--- src/rtl/vec_wb_serializer.sv ---
// Write-back serializer: takes one vector result over valid/ready and emits it
// as consecutive word writes (least-significant word first), plus an OR-summary of lane flags.
module vec_wb_serializer #(
    parameter int WIDTH_V    = 128,
    parameter int BITS_INDEX = 8,
    parameter int WORD_W     = 32,
    parameter int ADDR_W     = 16
) (
    input  logic                                clk,
    input  logic                                rst,
    input  logic                                in_valid,
    output logic                                in_ready,
    input  logic [WIDTH_V-1:0]                  in_result,
    input  logic [(WIDTH_V/BITS_INDEX)*4-1:0]   in_flags,
    input  logic [ADDR_W-1:0]                   in_addr,
    output logic                                wr_en,
    input  logic                                wr_ready,
    output logic [ADDR_W-1:0]                   wr_addr,
    output logic [WORD_W-1:0]                   wr_data,
    output logic [3:0]                          flags_summary,
    output logic                                busy,
    output logic                                done
);
    localparam int NUM_LANES = WIDTH_V / BITS_INDEX;
    localparam int NUM_BEATS = WIDTH_V / WORD_W;
    localparam int BEAT_W    = (NUM_BEATS > 1) ? $clog2(NUM_BEATS) : 1;
    localparam logic [BEAT_W-1:0] LAST_BEAT = BEAT_W'(NUM_BEATS - 1);

    // Handshakes (both channels): a transfer happens on a rising edge where
    // valid and ready are both high; valid holds its payload stable until then.

    typedef enum logic {IDLE, SEND} state_t;

    state_t              state, state_n;
    logic [WIDTH_V-1:0]  buffer;
    logic [ADDR_W-1:0]   base;
    logic [BEAT_W-1:0]   beat;
    logic [3:0]          summary_n;
    logic                accept;
    logic                beat_fire;
    logic                last_beat;

    assign last_beat = (beat == LAST_BEAT);
    assign wr_en     = (state == SEND);
    assign busy      = (state == SEND);
    assign beat_fire = wr_en && wr_ready;
    // Accepting on the final-beat edge keeps back-to-back vectors bubble-free.
    assign in_ready  = !rst && ((state == IDLE) || (state == SEND && last_beat && wr_ready));
    assign accept    = in_valid && in_ready;
    assign wr_addr   = base + ADDR_W'(beat);

    always_comb begin
        wr_data = '0;
        for (int b = 0; b < NUM_BEATS; b++) begin
            if (beat == BEAT_W'(b)) wr_data = buffer[b*WORD_W +: WORD_W];
        end
    end

    always_comb begin
        summary_n = '0;
        for (int i = 0; i < NUM_LANES; i++) begin
            for (int k = 0; k < 4; k++) begin
                summary_n[k] = summary_n[k] | in_flags[4*i+k];
            end
        end
    end

    always_comb begin
        state_n = state;
        case (state)
            IDLE: if (accept) state_n = SEND;
            SEND: if (beat_fire && last_beat) state_n = accept ? SEND : IDLE;
            default: state_n = IDLE;
        endcase
    end

    always_ff @(posedge clk or posedge rst) begin
        if (rst) begin
            state <= IDLE;
        end else begin
            state <= state_n;
        end
    end

    always_ff @(posedge clk or posedge rst) begin
        if (rst) begin
            buffer        <= '0;
            base          <= '0;
            beat          <= '0;
            flags_summary <= '0;
            done          <= 1'b0;
        end else begin
            done <= beat_fire && last_beat;
            if (accept) begin
                buffer        <= in_result;
                base          <= in_addr;
                flags_summary <= summary_n;
                beat          <= '0;
            end else if (beat_fire) begin
                beat <= last_beat ? '0 : beat + BEAT_W'(1);
            end
        end
    end

endmodule

--- config.mk ---
export PLATFORM = sky130hd
export DESIGN_NAME = vec_wb_serializer
export DESIGN_NICKNAME = d
export VERILOG_FILES = /design/src/rtl/vec_wb_serializer.sv
export SDC_FILE = /design/constraint.sdc
export NUM_CORES = 1
export LEC_CHECK = 0
export CAP_MARGIN = 20
export CORE_ASPECT_RATIO = 1.5
export CORE_MARGIN = 2
export CORE_UTILIZATION = 49
export CTS_BUF_LIST = sky130_fd_sc_hd__clkbuf_8 sky130_fd_sc_hd__clkbuf_16
export CTS_CLUSTER_DIAMETER = 150
export DETAILED_ROUTE_END_ITERATION = 10
export GPL_TIMING_DRIVEN = 0
export PLACE_DENSITY = 0.89
export SYNTH_ARGS = -nofsm -noshare
export SYNTH_HDL_FRONTEND = slang
export SYNTH_SLANG_ARGS = --single-unit
--- constraint.sdc ---
create_clock -name clk -period 9.5 [get_ports clk]
set_input_delay 1.9 -clock clk [delete_from_list [all_inputs] [get_ports clk]]
set_output_delay 1.9 -clock clk [all_outputs]
set_load 0.02 [all_outputs]
==> metrics.sh <==
P_LEAK_nW=4.66
UNREPAIRED_SETUP_ENDPOINTS_AFTER_GLOBAL_ROUTING='no'
ROUTE.DETAILED.WL_PER_INST_UM=19.7
WL_UM=22000
POSTSYNTHAREAPERCELL_UM2=12.5
CTS_POST_SETUP_BUFFERS_INSERTED=0
MAX_CAP_VIOLATIONS=0
CRITICAL_PATH_REQUIRED_NS=7.60
CTS.CLK_SLEW.WORST_PATHS_NS=0.06
CP_NUM_BUF_INV=4
SETUP_VIOLATIONS=0
MAXSLEWHEADROOM=0.501
FLOORPLAN.INITIALDENSITY=0.495
NFILLCELLS=1071
MIN_PERIOD_NS=5.38
SYN_NETS=832
DETAIL-ROUTE-ANTENNA-NETS=0
CTS_MADE_BUFFERS=17
YOSYS_MOST_USED_DFF='sky130_fd_sc_hd__dfrtp_1'
SYNTHMOSTINSTANTIATEDCELL='sky130_fd_sc_hd__dfrtp_1'
SYN2LAYOUT_AREA_GROWTH_PCT=47.0
DRT_ITER0_DRC=244
CRIT_CELLS=9
ROUTE.DETAILED.VIAS_PER_INST=5.23
DETAILED_PLACE_HPWL_UM=16400
CTS_HOLD_REPAIR.BUFFERS=0
HOLDCRITPATHCLASS='reg -> reg'
SEQPWRFRAC=0.322
GRT_PASS1_VIAS=6452
SYNTHARSTFLOPSHARE=1.00
YOSYS_WARNINGS=0
PATH_MAX_FANOUT=10
TIMING.CRITICAL_PATH.TO='wr_data[25]'
FINAL.PERIOD_UTILIZATION=0.566
MAX_SLEW.WORST_PIN.SLEW_NS=0.749
CLOCK_TREE.BUFFER_DEPTH=2
POST_DP_CELL_AREA_UM2=10600
SYNTH.AREA.TOP_CELLS='sky130_fd_sc_hd__dfrtp_1 (50%), sky130_fd_sc_hd__mux2_4 (16%), sky130_fd_sc_hd__mux2_2 (9.0%)'
DIE_H_UM=157
P_SW_mW=1.29
REMAINING_DRC_ERRORS=0
SYN-CELL-AREA_UM2=7660
FINAL_LAYOUT_SIZE_SUFFIX_GT1_FRAC=0.212
TIMING.CRITICAL_PATH.CELLS='inv_1 -> ha_1 -> clkbuf_1 -> buf_1 -> nand2_1 -> o21ai_0 -> mux2i_1 -> o21ai_0 -> clkdlybuf4s50_1'
WORST_SETUP_PATH_STARTPOINT='beat[1]'
CLOCK_TREE_FROM_TRITONCTS='done'
HTREEDEPTH=4
DIE-WIDTH_UM=106
SLOWEST_STAGE='sky130_fd_sc_hd__clkdlybuf4s50_1'
CELL_AREA_AFTER_LAYOUT_UM2=11300
PWR-SHARE-CLK=0.198
WORST_CLOCK_SKEW_NS=0.00785
ROUTED-VIA-COUNT=5844
CRITPATHCAPTURETYPE='primary output'
SYNTH_SEQ_CELLS=152
POWER.SHARE.COMBINATIONAL=0.480
TOP_CELLS_BY_COUNT_SYNTH='sky130_fd_sc_hd__dfrtp_1 (152), sky130_fd_sc_hd__nand2_1 (106), sky130_fd_sc_hd__mux2_4 (80)'
GP_CONGESTION=0.858
GLOBAL_ROUTE.USAGE.TOTAL=0.268
NUM-NETS-FINAL=1119
MAX_FREQ_GHz=0.186
RUN_STATUS='complete, no violations'
CRIT_PATH_FREQUENT_CELL='sky130_fd_sc_hd__o21ai_0'
PEAKVDDDROP_mV=0.210
FP.COREAREA_UM2=15500
GRT_REMAINING_OVERFLOW=0
INSERTION_DELAY_NS=0.41
GRT_ANTENNA_BEFORE_REPAIR=1
CTS_SINKS=152
WORST-SETUP-PATH-TYPE='reg -> out'
CLOCK_TREE.ROOT_CELL='sky130_fd_sc_hd__clkbuf_16'
SYNTH_CELLS=613
SLACK_OF_THE_WORST_REG_TO_REG_PATH_NS=7.16
MAX_SLEW_VIOLATION_COUNT=0
STD_CELL_ROWS=56
DETAIL_ROUTE.FIRST_PASS.ITERATIONS=4
SYNTH.DISTINCT_CELLS=30
REG2REG_DEPTH=8
WORSTSETUPSTARTPOINTTYPE='register'
POWER_DENSITY_nW_PER_UM2=326
POST-SYNTH-TOP-AREA-FRACTION=0.496
DIEAREA_UM2=16700
POST-SYNTH-TOP-AREA-CELL='sky130_fd_sc_hd__dfrtp_1'
CRITPATHARRIVALTIME_NS=3.48
HOLDCRITSTARTPOINT='buffer[123]'
SYNTH_ENABLE_FLOP_CELLS=0
GRT_MAX_DEGREE=81
BEGINNING_OF_THE_WORST_REGISTER_TO_REGISTER_PATH='beat[0]'
POWER.SHARE.SWITCHING=0.352
NUMPORTBUFFERS=267
PATH_DELAY_FAMILY='buffers and inverters'
CRITICAL_PATH.REG2REG.ENDPOINT='buffer[120]'
INTERNAL_POWER_mW=2.38
CTS_RESIZED=0
SYNTH_SEQUENTIAL_AREA_RATIO=0.496
CP_SLOWEST_STAGE_DELAY_NS=0.67
IO-PIN-COUNT=268
GLOBAL_ROUTE_WIRE_LENGTH_BEFORE_REPAIR_UM=34200
FIN_TNS_SETUP_NS=0
FINAL-HOLD-VIOLATION-COUNT=0
cell type report:
cell class | count | area, µm² | area share
tap | 203 | 254 | 0.0226
timing repair buffer | 268 | 2700 | 0.240
antenna | 2 | 5.00 | 0.000444
sequential | 152 | 3800 | 0.338
clock inverter | 15 | 211 | 0.0188
clock buffer | 17 | 425 | 0.0378
buffer | 39 | 338 | 0.0300
inverter | 6 | 27.5 | 0.00244
multi-input combinational | 416 | 3500 | 0.311
metrics by stage:
step           setup slack, ns  hold WS [ns]  utilization  instances  total power [mW]
3_3_place_gp              1.45         0.469        0.684       1083              2.87
4_1_cts                   4.12         0.488        0.727       1116              3.69
5_1_grt                   3.90         0.518        0.727       1117              3.87
3_5_place_dp              4.14         0.475        0.686       1084              2.94
6_report                  4.12         0.493        0.727       1118              3.67
2_1_floorplan             3.51         0.458            -        613              2.22
power by group through the flow:
stage | logic (mW) | registers, mW | clock network (mW)
2_1_floorplan | 1.10 | 1.12 | 0
3_3_place_gp | 1.71 | 1.16 | 0
3_5_place_dp | 1.75 | 1.18 | 0
4_1_cts | 1.77 | 1.18 | 0.739
5_1_grt | 1.88 | 1.22 | 0.766
6_report | 1.76 | 1.18 | 0.725
routing by layer:
metal  global-route usage  wire length (µm)  vias to the layer above
met1                0.329              8750                     2882
met3               0.0522              1100                       47
li1                     -                 -                     2716
met4                0.115               734                        0
met2                0.460             11400                      199
met5                    0                 0                        -
layout by cell type (no fill, tap or decap), types with 9 or more instances in the layout:
cell type / synthesis / final
sky130_fd_sc_hd__clkdlybuf4s50_1: 0 / 267
sky130_fd_sc_hd__dfrtp_1: 152 / 152
sky130_fd_sc_hd__nand2_1: 106 / 106
sky130_fd_sc_hd__mux2_4: 80 / 80
sky130_fd_sc_hd__o21ai_0: 64 / 64
sky130_fd_sc_hd__mux2_2: 61 / 61
sky130_fd_sc_hd__mux2i_1: 32 / 32
sky130_fd_sc_hd__clkbuf_1: 17 / 17
sky130_fd_sc_hd__clkbuf_16: 0 / 17
sky130_fd_sc_hd__nor4_1: 16 / 16
sky130_fd_sc_hd__xnor2_1: 10 / 10
sky130_fd_sc_hd__buf_12: 9 / 9
sky130_fd_sc_hd__inv_1: 6 / 9
cells by family (layout without fill, tap and decap cells):
group / count (synthesis) / count (layout) / synth area share
AO/OA/AOI/OAI: 70 / 70 / 0.0469
adder cells (fa/ha/maj): 7 / 7 / 0.0124
buffers and inverters: 45 / 345 / 0.0470
multiplexers: 180 / 180 / 0.298
other: 0 / 2 / 0
AND/OR/NAND/NOR: 145 / 145 / 0.0828
XOR/XNOR: 14 / 14 / 0.0160
flip-flops: 152 / 152 / 0.496
worst min path at each step:
stage,to,cells past startpoint
2_1_floorplan,buffer[119],1
3_3_place_gp,buffer[123],1
3_5_place_dp,buffer[123],1
4_1_cts,buffer[123],1
5_1_grt,buffer[125],1
6_report,buffer[123],1
flip-flops by register name, summed over array words and instances, names as in the netlist:
name / count
buffer: 128
base: 16
flags_summary: 4
beat: 2
busy: 1
done: 1
(Power assumes the default switching activity.)
